### src/rtl/rca_result_buffer_pkg.sv
// Shared constants for the adder result buffer: default sizing and the
// width of the saturating drop counter.
package rca_result_buffer_pkg;

    localparam int NBITS_DEFAULT   = 16;
    localparam int DEPTH_DEFAULT   = 4;
    localparam int LATENCY_DEFAULT = 1;
    localparam int DROP_W          = 8;

endpackage

### src/rtl/rca_result_fifo.sv
// Result FIFO: power-of-two storage with wrapping pointers and an entry count.
// Storage is deliberately not reset; only pointers and level are.
module rca_result_fifo
    import rca_result_buffer_pkg::*;
#(
    parameter  int W     = NBITS_DEFAULT,
    parameter  int DEPTH = DEPTH_DEFAULT,
    localparam int PW    = $clog2(DEPTH),
    localparam int LW    = PW + 1
) (
    input  logic          clk,
    input  logic          rst_n,
    input  logic          push,
    input  logic [W-1:0]  push_data,
    input  logic          pop,
    output logic [W-1:0]  head_data,
    output logic [LW-1:0] level
);

    logic [W-1:0]  mem [DEPTH];
    logic [PW-1:0] wr_ptr;
    logic [PW-1:0] rd_ptr;

    always_ff @(posedge clk or negedge rst_n) begin
        if (!rst_n) begin
            wr_ptr <= '0;
            rd_ptr <= '0;
            level  <= '0;
        end else begin
            if (push) wr_ptr <= wr_ptr + PW'(1);
            if (pop)  rd_ptr <= rd_ptr + PW'(1);
            case ({push, pop})
                2'b10:   level <= level + LW'(1);
                2'b01:   level <= level - LW'(1);
                default: level <= level;
            endcase
        end
    end

    always_ff @(posedge clk) begin
        if (push) mem[wr_ptr] <= push_data;
    end

    assign head_data = mem[rd_ptr];

    // Credit accounting upstream must make this unreachable.
    full_push_a: assert property (@(posedge clk) disable iff (!rst_n)
                                  !(push && level == LW'(DEPTH)));

endmodule

### src/rtl/rca_result_buffer.sv
// Captures sums from a pipelined adder into a result FIFO, issuing operand
// credit only when every in-flight result is guaranteed a FIFO slot.
module rca_result_buffer
    import rca_result_buffer_pkg::*;
#(
    parameter  int NBITS   = NBITS_DEFAULT,
    parameter  int DEPTH   = DEPTH_DEFAULT,
    parameter  int LATENCY = LATENCY_DEFAULT,
    localparam int LW      = $clog2(DEPTH) + 1
) (
    input  logic              clk,
    input  logic              rst_n,
    input  logic              op_valid,
    output logic              op_ready,
    input  logic [NBITS-1:0]  sum_in,
    output logic              out_valid,
    input  logic              out_ready,
    output logic [NBITS-1:0]  out_data,
    output logic [DROP_W-1:0] drop_cnt,
    output logic [LW-1:0]     level
);

    // Handshakes: a transfer happens at a rising edge where valid and ready are
    // both 1. op_ready depends only on registered state; out_data is held
    // stable while out_valid=1 and out_ready=0.
    logic [LATENCY-1:0] valid_pipe;
    logic [31:0]        inflight;
    logic               accept;
    logic               push;
    logic               pop;

    always_comb begin
        inflight = '0;
        for (int i = 0; i < LATENCY; i++) inflight = inflight + 32'(valid_pipe[i]);
    end

    assign op_ready  = (32'(level) + inflight) < 32'(DEPTH);
    assign accept    = op_valid & op_ready;
    assign push      = valid_pipe[LATENCY-1];
    assign out_valid = (level != '0);
    assign pop       = out_valid & out_ready;

    always_ff @(posedge clk or negedge rst_n) begin
        if (!rst_n) begin
            valid_pipe <= '0;
            drop_cnt   <= '0;
        end else begin
            valid_pipe[0] <= accept;
            for (int i = 1; i < LATENCY; i++) valid_pipe[i] <= valid_pipe[i-1];
            if (op_valid && !op_ready && drop_cnt != '1)
                drop_cnt <= drop_cnt + DROP_W'(1);
        end
    end

    rca_result_fifo #(
        .W     (NBITS),
        .DEPTH (DEPTH)
    ) u_fifo (
        .clk       (clk),
        .rst_n     (rst_n),
        .push      (push),
        .push_data (sum_in),
        .pop       (pop),
        .head_data (out_data),
        .level     (level)
    );

endmodule

### config.mk
export PLATFORM = sky130hd
export DESIGN_NAME = rca_result_buffer
export DESIGN_NICKNAME = d
export VERILOG_FILES = /design/src/rtl/rca_result_buffer_pkg.sv /design/src/rtl/rca_result_fifo.sv /design/src/rtl/rca_result_buffer.sv
export SDC_FILE = /design/constraint.sdc
export NUM_CORES = 1
export LEC_CHECK = 0
export ABC_AREA = 1
export CORE_ASPECT_RATIO = 1.5
export CORE_MARGIN = 2
export CORE_UTILIZATION = 35
export DETAILED_ROUTE_END_ITERATION = 10
export PLACE_DENSITY = 0.6
export SLEW_MARGIN = 40
export SYNTH_ARGS = -nofsm -noshare
export SYNTH_HDL_FRONTEND = slang
export SYNTH_SLANG_ARGS = --single-unit
export TNS_END_PERCENT = 30
### constraint.sdc
create_clock -name clk -period 1.7 [get_ports clk]
set_clock_uncertainty 0.05 [all_clocks]
set_input_delay 0.34 -clock clk [delete_from_list [all_inputs] [get_ports clk]]
set_output_delay 0.34 -clock clk [all_outputs]
set_load 0.1 [all_outputs]
== Word-level counts from Yosys, hierarchy flattened ==
Memories as Yosys holds them, arrays and structs flattened.
Cells that the tools add are included.

* Bitwise gates (word level): 2
* Reduce and logical (&&, ||, !) cells: 5
* Eq/ne operators: 3
* Add/subtract/negate cells: 6
* Order comparisons: 1
* Multiplexer cells: 3

{| class="wikitable"
|+ Operators by type and width
! cell !! number
|-
| $add A8 B1 Y8 const B || 1
|-
| $ne A8 B8 Y1 const B || 1
|-
| $pmux W3 S2 || 1
|-
| $add A2 B1 Y2 const B || 2
|-
| $add A3 B1 Y4 || 1
|-
| $lt A4 B3 Y1 const B || 1
|-
| $add A3 B1 Y3 const B || 1
|-
| $reduce_bool A3 Y1 || 1
|-
| $sub A3 B1 Y3 const B || 1
|-
| $and A1 B1 Y1 || 2
|-
| $eq A2 B1 Y1 const B || 1
|-
| $eq A2 B2 Y1 const B || 1
|-
| $logic_and A1 B1 Y1 || 2
|-
| $mux W1 || 2
|-
| $reduce_bool A2 Y1 || 1
|-
| $logic_not A1 Y1 || 1
|}

* Memories: 1
* Output and inout port bits: 29
* Memory bits (writable): 64
* Word-level logic and storage cells: 26
* Flip-flop bits (word level): 16
* Input port bits: 20

{| class="wikitable"
|+ Memories
! name !! words !! width !! read ports !! clocked after memory_dff !! write ports !! RTL line !! source
|-
| u_fifo.mem || 4 || 16 || 1 || 0 || 1 || rca_result_fifo.sv:20 || <nowiki>logic [W-1:0] mem [DEPTH];</nowiki>
|}

== Logic depth before layout (Yosys ltp) ==
Gate-level depths: netlist (run 1).

* Word-level depth: 5
* Gate-level depth with buffers: 10
* Gate-level depth less buffers: 10

== Hierarchy ==
From an unflattened synthesis (run 1), not the netlist that was laid out.

* Cell total of the unflattened synthesis: 316
* Area, all modules: 3,774.9 um2

{| class="wikitable"
|+ Modules (own cells, without submodules)
! module !! instances !! sequential area each (um2) !! cells each !! area each (um2)
|-
| rca_result_fifo || 1 || 2,097.0 || 233 || 3,199.3
|-
| rca_result_buffer || 1 || 225.2 || 83 || 575.6
|}

== Worst setup path before layout (run 1) ==
Ideal clock, no wire load.

* Path kind: register to register
* Start point: register u_fifo.level[2]
* End point: register u_fifo.level[2]
* Library setup time: 81 ps
* Cell stages (with the launch flop): 11
* Data arrival time: 3,357 ps
* Path buffers: 0
* Setup slack: -1,787 ps
* Data required time: 1,569 ps
* Period minus slack after synthesis: 3,487 ps
* Cells stage by stage: dfrtp_1 inv_1 nand3_1 nand2_1 inv_1 ha_1 inv_1 fa_1 or2_2 nand2_1 xor2_1

* Longest elaborated chain between the ends: 4
* Elaborated cells on any way between the ends: 8
* Those cells by class: add/sub: 2; eq/ne: 2; mux: 1; bitwise: 1; reduce/logical: 2

{| class="wikitable"
|+ RTL lines
! item !! RTL line !! source
|-
| start, declared || rca_result_fifo.sv:17 || <nowiki>output logic [LW-1:0] level</nowiki>
|-
| start signal, assigned || rca_result_fifo.sv:33 || <nowiki>2'b10: level <= level + LW'(1);</nowiki>
|-
| start signal, assigned || rca_result_fifo.sv:34 || <nowiki>2'b01: level <= level - LW'(1);</nowiki>
|-
| start signal, assigned || rca_result_fifo.sv:35 || <nowiki>default: level <= level;</nowiki>
|-
| $reduce_bool A3 Y1 (*) || rca_result_buffer.sv:40 || <nowiki>assign out_valid = (level != '0);</nowiki>
|-
| named net out_valid || rca_result_buffer.sv:16 || <nowiki>output logic out_valid,</nowiki>
|-
| $and A1 B1 Y1 (*) || rca_result_buffer.sv:41 || <nowiki>assign pop = out_valid & out_ready;</nowiki>
|-
| named net pop || rca_result_buffer.sv:30 || <nowiki>logic pop;</nowiki>
|-
| $eq A2 B1 Y1 / $eq A2 B2 Y1 (equally long branches) || rca_result_fifo.sv:32 || <nowiki>case ({push, pop})</nowiki>
|-
| $pmux W3 S2 / $reduce_bool A2 Y1 (equally long branches) || -- ||
|}

The timed path passes the listed nets; every way through them passes the cells marked *.
A chain may end at the register's enable or synchronous reset.

== Final worst setup path (run 1) ==
* Start point: register u_fifo.rd_ptr[0]
* End point: output port out_data[3]

* Longest elaborated chain between the ends: 1

{| class="wikitable"
|+ RTL lines
! item !! RTL line !! source
|-
| start, declared || rca_result_fifo.sv:22 || <nowiki>logic [PW-1:0] rd_ptr;</nowiki>
|-
| start signal, assigned || rca_result_fifo.sv:31 || <nowiki>if (pop) rd_ptr <= rd_ptr + PW'(1);</nowiki>
|-
| $mem_v2 Z4 W16 || -- ||
|-
| end, declared || rca_result_buffer.sv:18 || <nowiki>output logic [NBITS-1:0] out_data,</nowiki>
|}

Every way passes these cells.

==> impl_metrics.tcl, run 1 <==
set metrics [dict create \
    outcome "complete, but fails checks" \
    violations "setup timing" \
    clock_path_buffers 2 \
    fin_crit_sh_pct 112 \
    setup_violations 18 \
    grt_use_total_pct 14.8 \
    finalHoldViolCount 0 \
    clock_sinks 80 \
    yosysWarningCount 0 \
    grt_pass1_wl_mm 11.4 \
    layout_common_cells "edfxtp_1 (64), nand2_1 (46), nor2_1 (34)" \
    hold_ws_ps 288 \
    cts_hold_buf 0 \
    fp.coreArea_um2 9250 \
    vias 2272 \
    grt_pass1_vias 2342 \
    portBuffers 48 \
    diodes 0 \
    hold_class "primary input to async pin" \
    place_congestion 0.759 \
    crit_path_start_kind "register" \
    drc_errors 0 \
    period_minus_slack_ps 1900 \
    cts_tree "built" \
    place_hpwl_mm 4.98 \
    cts_inserted_buffers 9 \
    final_common_cell "edfxtp_1" \
    cts-root-buf "clkbuf_16" \
    ys_types 25 \
    setup_slack_ps -205 \
    cp-end-kind "output port" \
    dp.cells 458 \
    tightest_slew_ps 359 \
    grt_max_degree 18 \
    synth_seq_cells 80 \
    synth_nets 306 \
    syn_inst 279 \
    row_count 43 \
    htreeDepth 3 \
    crit_arrival_ps 1510 \
    initial_core_util_pct 36.1 \
    drive_gt1_share_pct 35.1 \
    crit_fanout 8 \
    io_pins 49 \
    syn_avg_cell_area_um2 12.0 \
    yosysSeqAreaShare_pct 69.6 \
    die_h_um 124 \
    clk_pin_slew_ps 60 \
    routed_wl_mm 7.11 \
    drt_iter0_markers 102 \
    worstPathRequired_ps 1310 \
    stdcell_count 477 \
    syn_area_um2 3340 \
    antenna_found_initial 0 \
    worstSetupPathType "register to output port" \
    clock_latency_ps 330 \
    nets 387 \
    area_growth_pct 51.5 \
    place_ws_ps -355 \
    die_w_um 83.7 \
    max_freq_ghz 0.525 \
    slew_violations 0 \
    dieArea_um2 10400 \
    overflow 0 \
    drv_cap 0 \
    first_pass_iters 4 \
    ant_nets 0 \
    via_per_inst 4.76 \
    relSlewSlack_pct 76.0 \
    wl_per_cell_um 14.9 \
    rsz0062_at_grt "true" \
]
## sequential cells by signal, indices dropped and copies added (netlist names)
signal / flops
push: 1
u_fifo.level: 3
u_fifo.rd_ptr: 2
drop_cnt: 8
u_fifo.mem: 64
u_fifo.wr_ptr: 2
## critical path, cell delays in order (launching register included)
cell and delay (ps):
dfrtp_2 450, inv_4 120, buf_6 140, nor2_1 60
o22ai_2 200, buf_12 210
## worst paths after layout
check	slack (ps)	startpoint	depth (start not counted)	endpoint
worst max-delay path	-200	u_fifo.rd_ptr[0]	5	out_data[3]
worst min-delay path	290	rst_n	2	u_fifo.level[0]
worst max register to register	-70	u_fifo.level[1]	10	u_fifo.level[2]
worst min register to register	500	u_fifo.wr_ptr[0]	1	u_fifo.wr_ptr[0]
max in group asynchronous	1090	rst_n	2	u_fifo.level[1]
min in group clk	500	u_fifo.wr_ptr[0]	1	u_fifo.wr_ptr[0]
## cells in the mapped netlist
cell type | count | area (um^2)
inv_1 | 21 | 78.8
inv_2 | 1 | 3.75
clkinv_1 | 1 | 3.75
clkbuf_2 | 1 | 5.00
nand2_4 | 2 | 22.5
or2_2 | 1 | 6.26
o21ai_0 | 30 | 150
nor2_2 | 1 | 6.26
ha_1 | 6 | 75.1
o21ai_1 | 7 | 35.0
o22ai_1 | 16 | 100
nor2_1 | 38 | 143
nor2_4 | 1 | 11.3
nand3_1 | 5 | 25.0
nand3_4 | 1 | 17.5
nand3_2 | 2 | 20.0
dfrtp_1 | 16 | 400
fa_1 | 1 | 20.0
edfxtp_1 | 64 | 1920
nand2_1 | 48 | 180
xor2_1 | 4 | 35.0
xnor2_1 | 3 | 26.3
buf_2 | 7 | 35.0
a21oi_1 | 1 | 5.00
buf_6 | 1 | 11.3
## routing by layer
layer / up-vias / part of all wire [%] / track usage [%] / wire length [um]
li1: 1131 / - / - / -
met1: 1089 / 39 / 15.6 / 2770
met2: 45 / 55 / 27.0 / 3910
met3: 7 / 4.1 / 4.17 / 293
met4: 0 / 1.9 / 7.26 / 137
met5: - / 0 / 0 / 0
## what timing repair did
action                     in CTS  in global routing
cloned                          0                  1
pin swaps                       5                  8
buffers inserted                2                  0
gates resized for setup        20                 20
setup endpoints to repair      19                 20
## through the flow
stage                     TNS [ps]  util, %  area, um^2
after floorplan              -6140        -        3600
after global routing         -4680     54.7        5060
final                        -3130     54.7        5060
after CTS                    -3470     53.8        4980
after global placement        -390     50.1        4630
after detailed placement      -538     50.1        4630
## final cells by class
cell class	instances	area, um^2
inverter	23	101
multi-input combinational	167	1130
clock inverter	5	56.3
fill	773	4200
tap	112	140
clock buffer	11	233
timing repair buffer	79	1060
sequential	80	2340
## logic make-up after synthesis
family | Yosys count | share of synthesized area (%)
flip-flops | 80 | 69.6
XOR/XNOR | 7 | 1.84
buffers and inverters | 32 | 4.12
adder cells (fa/ha/maj) | 7 | 2.85
AND/OR/NAND/NOR | 99 | 12.9
AO/OA/AOI/OAI | 54 | 8.70
Power of run 1 is left out: the tool's default activity adds up to more than one toggle a clock period on the data nets, which glitch-free logic cannot reach.
==> inputs of run 2 (changes only) <==
--- a/config.mk
+++ b/config.mk
@@ -6,12 +6,11 @@
 export NUM_CORES = 1
 export LEC_CHECK = 0
 export ABC_AREA = 1
-export CORE_ASPECT_RATIO = 1.5
+export CORE_ASPECT_RATIO = 1.1
 export CORE_MARGIN = 2
 export CORE_UTILIZATION = 35
 export DETAILED_ROUTE_END_ITERATION = 10
 export PLACE_DENSITY = 0.6
-export SLEW_MARGIN = 40
 export SYNTH_ARGS = -nofsm -noshare
 export SYNTH_HDL_FRONTEND = slang
 export SYNTH_SLANG_ARGS = --single-unit
==> impl_metrics.tcl, run 2 (synthesis results as in run 1) <==
set metrics [dict create \
    outcome "complete, but fails checks" \
    violations "setup timing" \
    rsz0062_at_grt "true" \
    drt_iter0_markers 85 \
    htreeDepth 3 \
    overflow 0 \
    cts-root-buf "clkbuf_8" \
    max_stage_delay_ps 490 \
    io_pins 49 \
    r2r_start "u_fifo.level[2]" \
    drive_gt1_share_pct 39.5 \
    crit_arrival_ps 1510 \
    routed_wl_mm 7.05 \
    grt_pass1_wl_mm 11.2 \
    cp-end-kind "output port" \
    relSlewSlack_pct 77.2 \
    die_h_um 106 \
    met2_usage_pct 23.8 \
    clock_sinks 80 \
    area_growth_pct 51.3 \
    grt_pass1_vias 2301 \
    reg_top3 "u_fifo.mem: 64 flops, drop_cnt: 8 flops, u_fifo.level: 3 flops" \
    place_congestion 0.755 \
    crit_path_start_kind "register" \
    largest_reg_flops 64 \
    clock_latency_ps 340 \
    setup_slack_ps -204 \
    dpl_cell_area_um2 4650 \
    finalHoldViolCount 0 \
    grt_max_degree 23 \
    regArea_um2 2340 \
    fin_crit_sh_pct 112 \
    drc_errors 0 \
    diodes 0 \
    slew_violations 0 \
    place_ws_ps -325 \
    vias 2300 \
    critPathSlowestCell "dfrtp_2" \
    place_hpwl_mm 4.63 \
    stdcell_area_um2 5050 \
    tightest_slew_ps 342 \
    clk_pin_slew_ps 80 \
    hold_ws_ps 268 \
    crit_fanout 5 \
    row_count 37 \
    grt_use_met1_pct 17.3 \
    fp.coreArea_um2 9310 \
    nets 390 \
    setup_violations 18 \
    first_pass_iters 4 \
    crit_path_start "u_fifo.rd_ptr[1]" \
    cts_tree "built" \
    antenna_found_initial 0 \
    grt_use_met3_pct 3.22 \
    portBuffers 48 \
    initial_core_util_pct 35.9 \
    via_per_inst 4.75 \
    worstPathRequired_ps 1310 \
    tns_ps -3000 \
    worstSetupPathType "register to output port" \
    final_common_cell "edfxtp_1" \
    rrSetupSlack_ps -50 \
    layout_common_cells "edfxtp_1 (64), nand2_1 (46), nor2_1 (34)" \
    multi_input_area_um2 1160 \
    cts_inserted_buffers 9 \
    path_cells "clkinvlp_4 > buf_6 > o21ai_2 > o22ai_2 > buf_12" \
    regMostFlops "u_fifo.mem" \
    die_w_um 97.1 \
    top_usage_layer "met2" \
    dieArea_um2 10300 \
    clock_path_buffers 2 \
    grt_use_total_pct 14.1 \
    hold_class "primary input to async pin" \
    period_minus_slack_ps 1900 \
    n_fill_cell 764 \
    wl_per_cell_um 14.6 \
    drv_cap 0 \
    ant_nets 0 \
    max_freq_ghz 0.525 \
]
## run 2: cell count changes in the layout (fill, tap and decap cells not counted), moves of 4 or more
| cell | before | now |
|---|---|---|
| o21ai_2 | 9 | 19 |
| clkbuf_16 | 10 | 1 |
| clkbuf_8 | 0 | 9 |
| o21ai_0 | 11 | 4 |
| buf_6 | 6 | 11 |
| o21ai_1 | 17 | 12 |
| buf_4 | 22 | 18 |
## run 2: repair_timing
action                                  CTS  global route
endpoints found under the setup margin   18            20
hold buffers                              0             0
cloned                                    1             2
pin swaps                                 2            16
gates resized for setup                  10            55
setup buffers                             3             0
## run 2: worst max-delay path: cells and delay by family (launching register included)
family | cells | cell delay [ps]
DFF | 1 | 490
AOI/OAI and AO/OA | 2 | 220
buffers and inverters | 3 | 470
## run 2: per-stage QoR
step	util, %	cells
floorplan	-	279
global placement	50.0	463
detailed placement	50.0	463
CTS	52.5	482
global route	54.3	484
finish	54.3	484
## run 2: layer usage
metal | wire length, um | vias to the layer above
met1 | 3120 | 1097
met3 | 308 | 11
met4 | 117 | 0
met5 | 0 | -
met2 | 3510 | 56
li1 | - | 1136
## run 2: final cells by class
class | count | share of cell area (%)
clock buffer | 9 | 2.45
clock inverter | 6 | 1.21
inverter | 23 | 2.06
multi-input combinational | 167 | 23.0
sequential | 80 | 46.2
tap | 117 | 2.90
timing repair buffer | 81 | 22.0
timing repair inverter | 1 | 0.149
## run 2: final timing paths
| path | to | cells past startpoint |
|---|---|---|
| worst max-delay path | out_data[9] | 5 |
| worst min-delay path | drop_cnt[7] | 2 |
| worst max register to register | u_fifo.level[2] | 10 |
| worst min register to register | u_fifo.wr_ptr[0] | 1 |
| max in group asynchronous | u_fifo.level[0] | 2 |
| min in group clk | u_fifo.wr_ptr[0] | 1 |
Power of run 2 is left out for the same reason.
==> inputs of run 3 (changes only) <==
--- a/config.mk
+++ b/config.mk
@@ -9,6 +9,7 @@
 export CORE_ASPECT_RATIO = 1.1
 export CORE_MARGIN = 2
 export CORE_UTILIZATION = 35
+export CTS_CLUSTER_SIZE = 40
 export DETAILED_ROUTE_END_ITERATION = 10
 export PLACE_DENSITY = 0.6
 export SYNTH_ARGS = -nofsm -noshare
==> results of run 3 <==
Final layout, timing and power as in run 2 (identical DEF).
Power of run 3 is left out for the same reason.
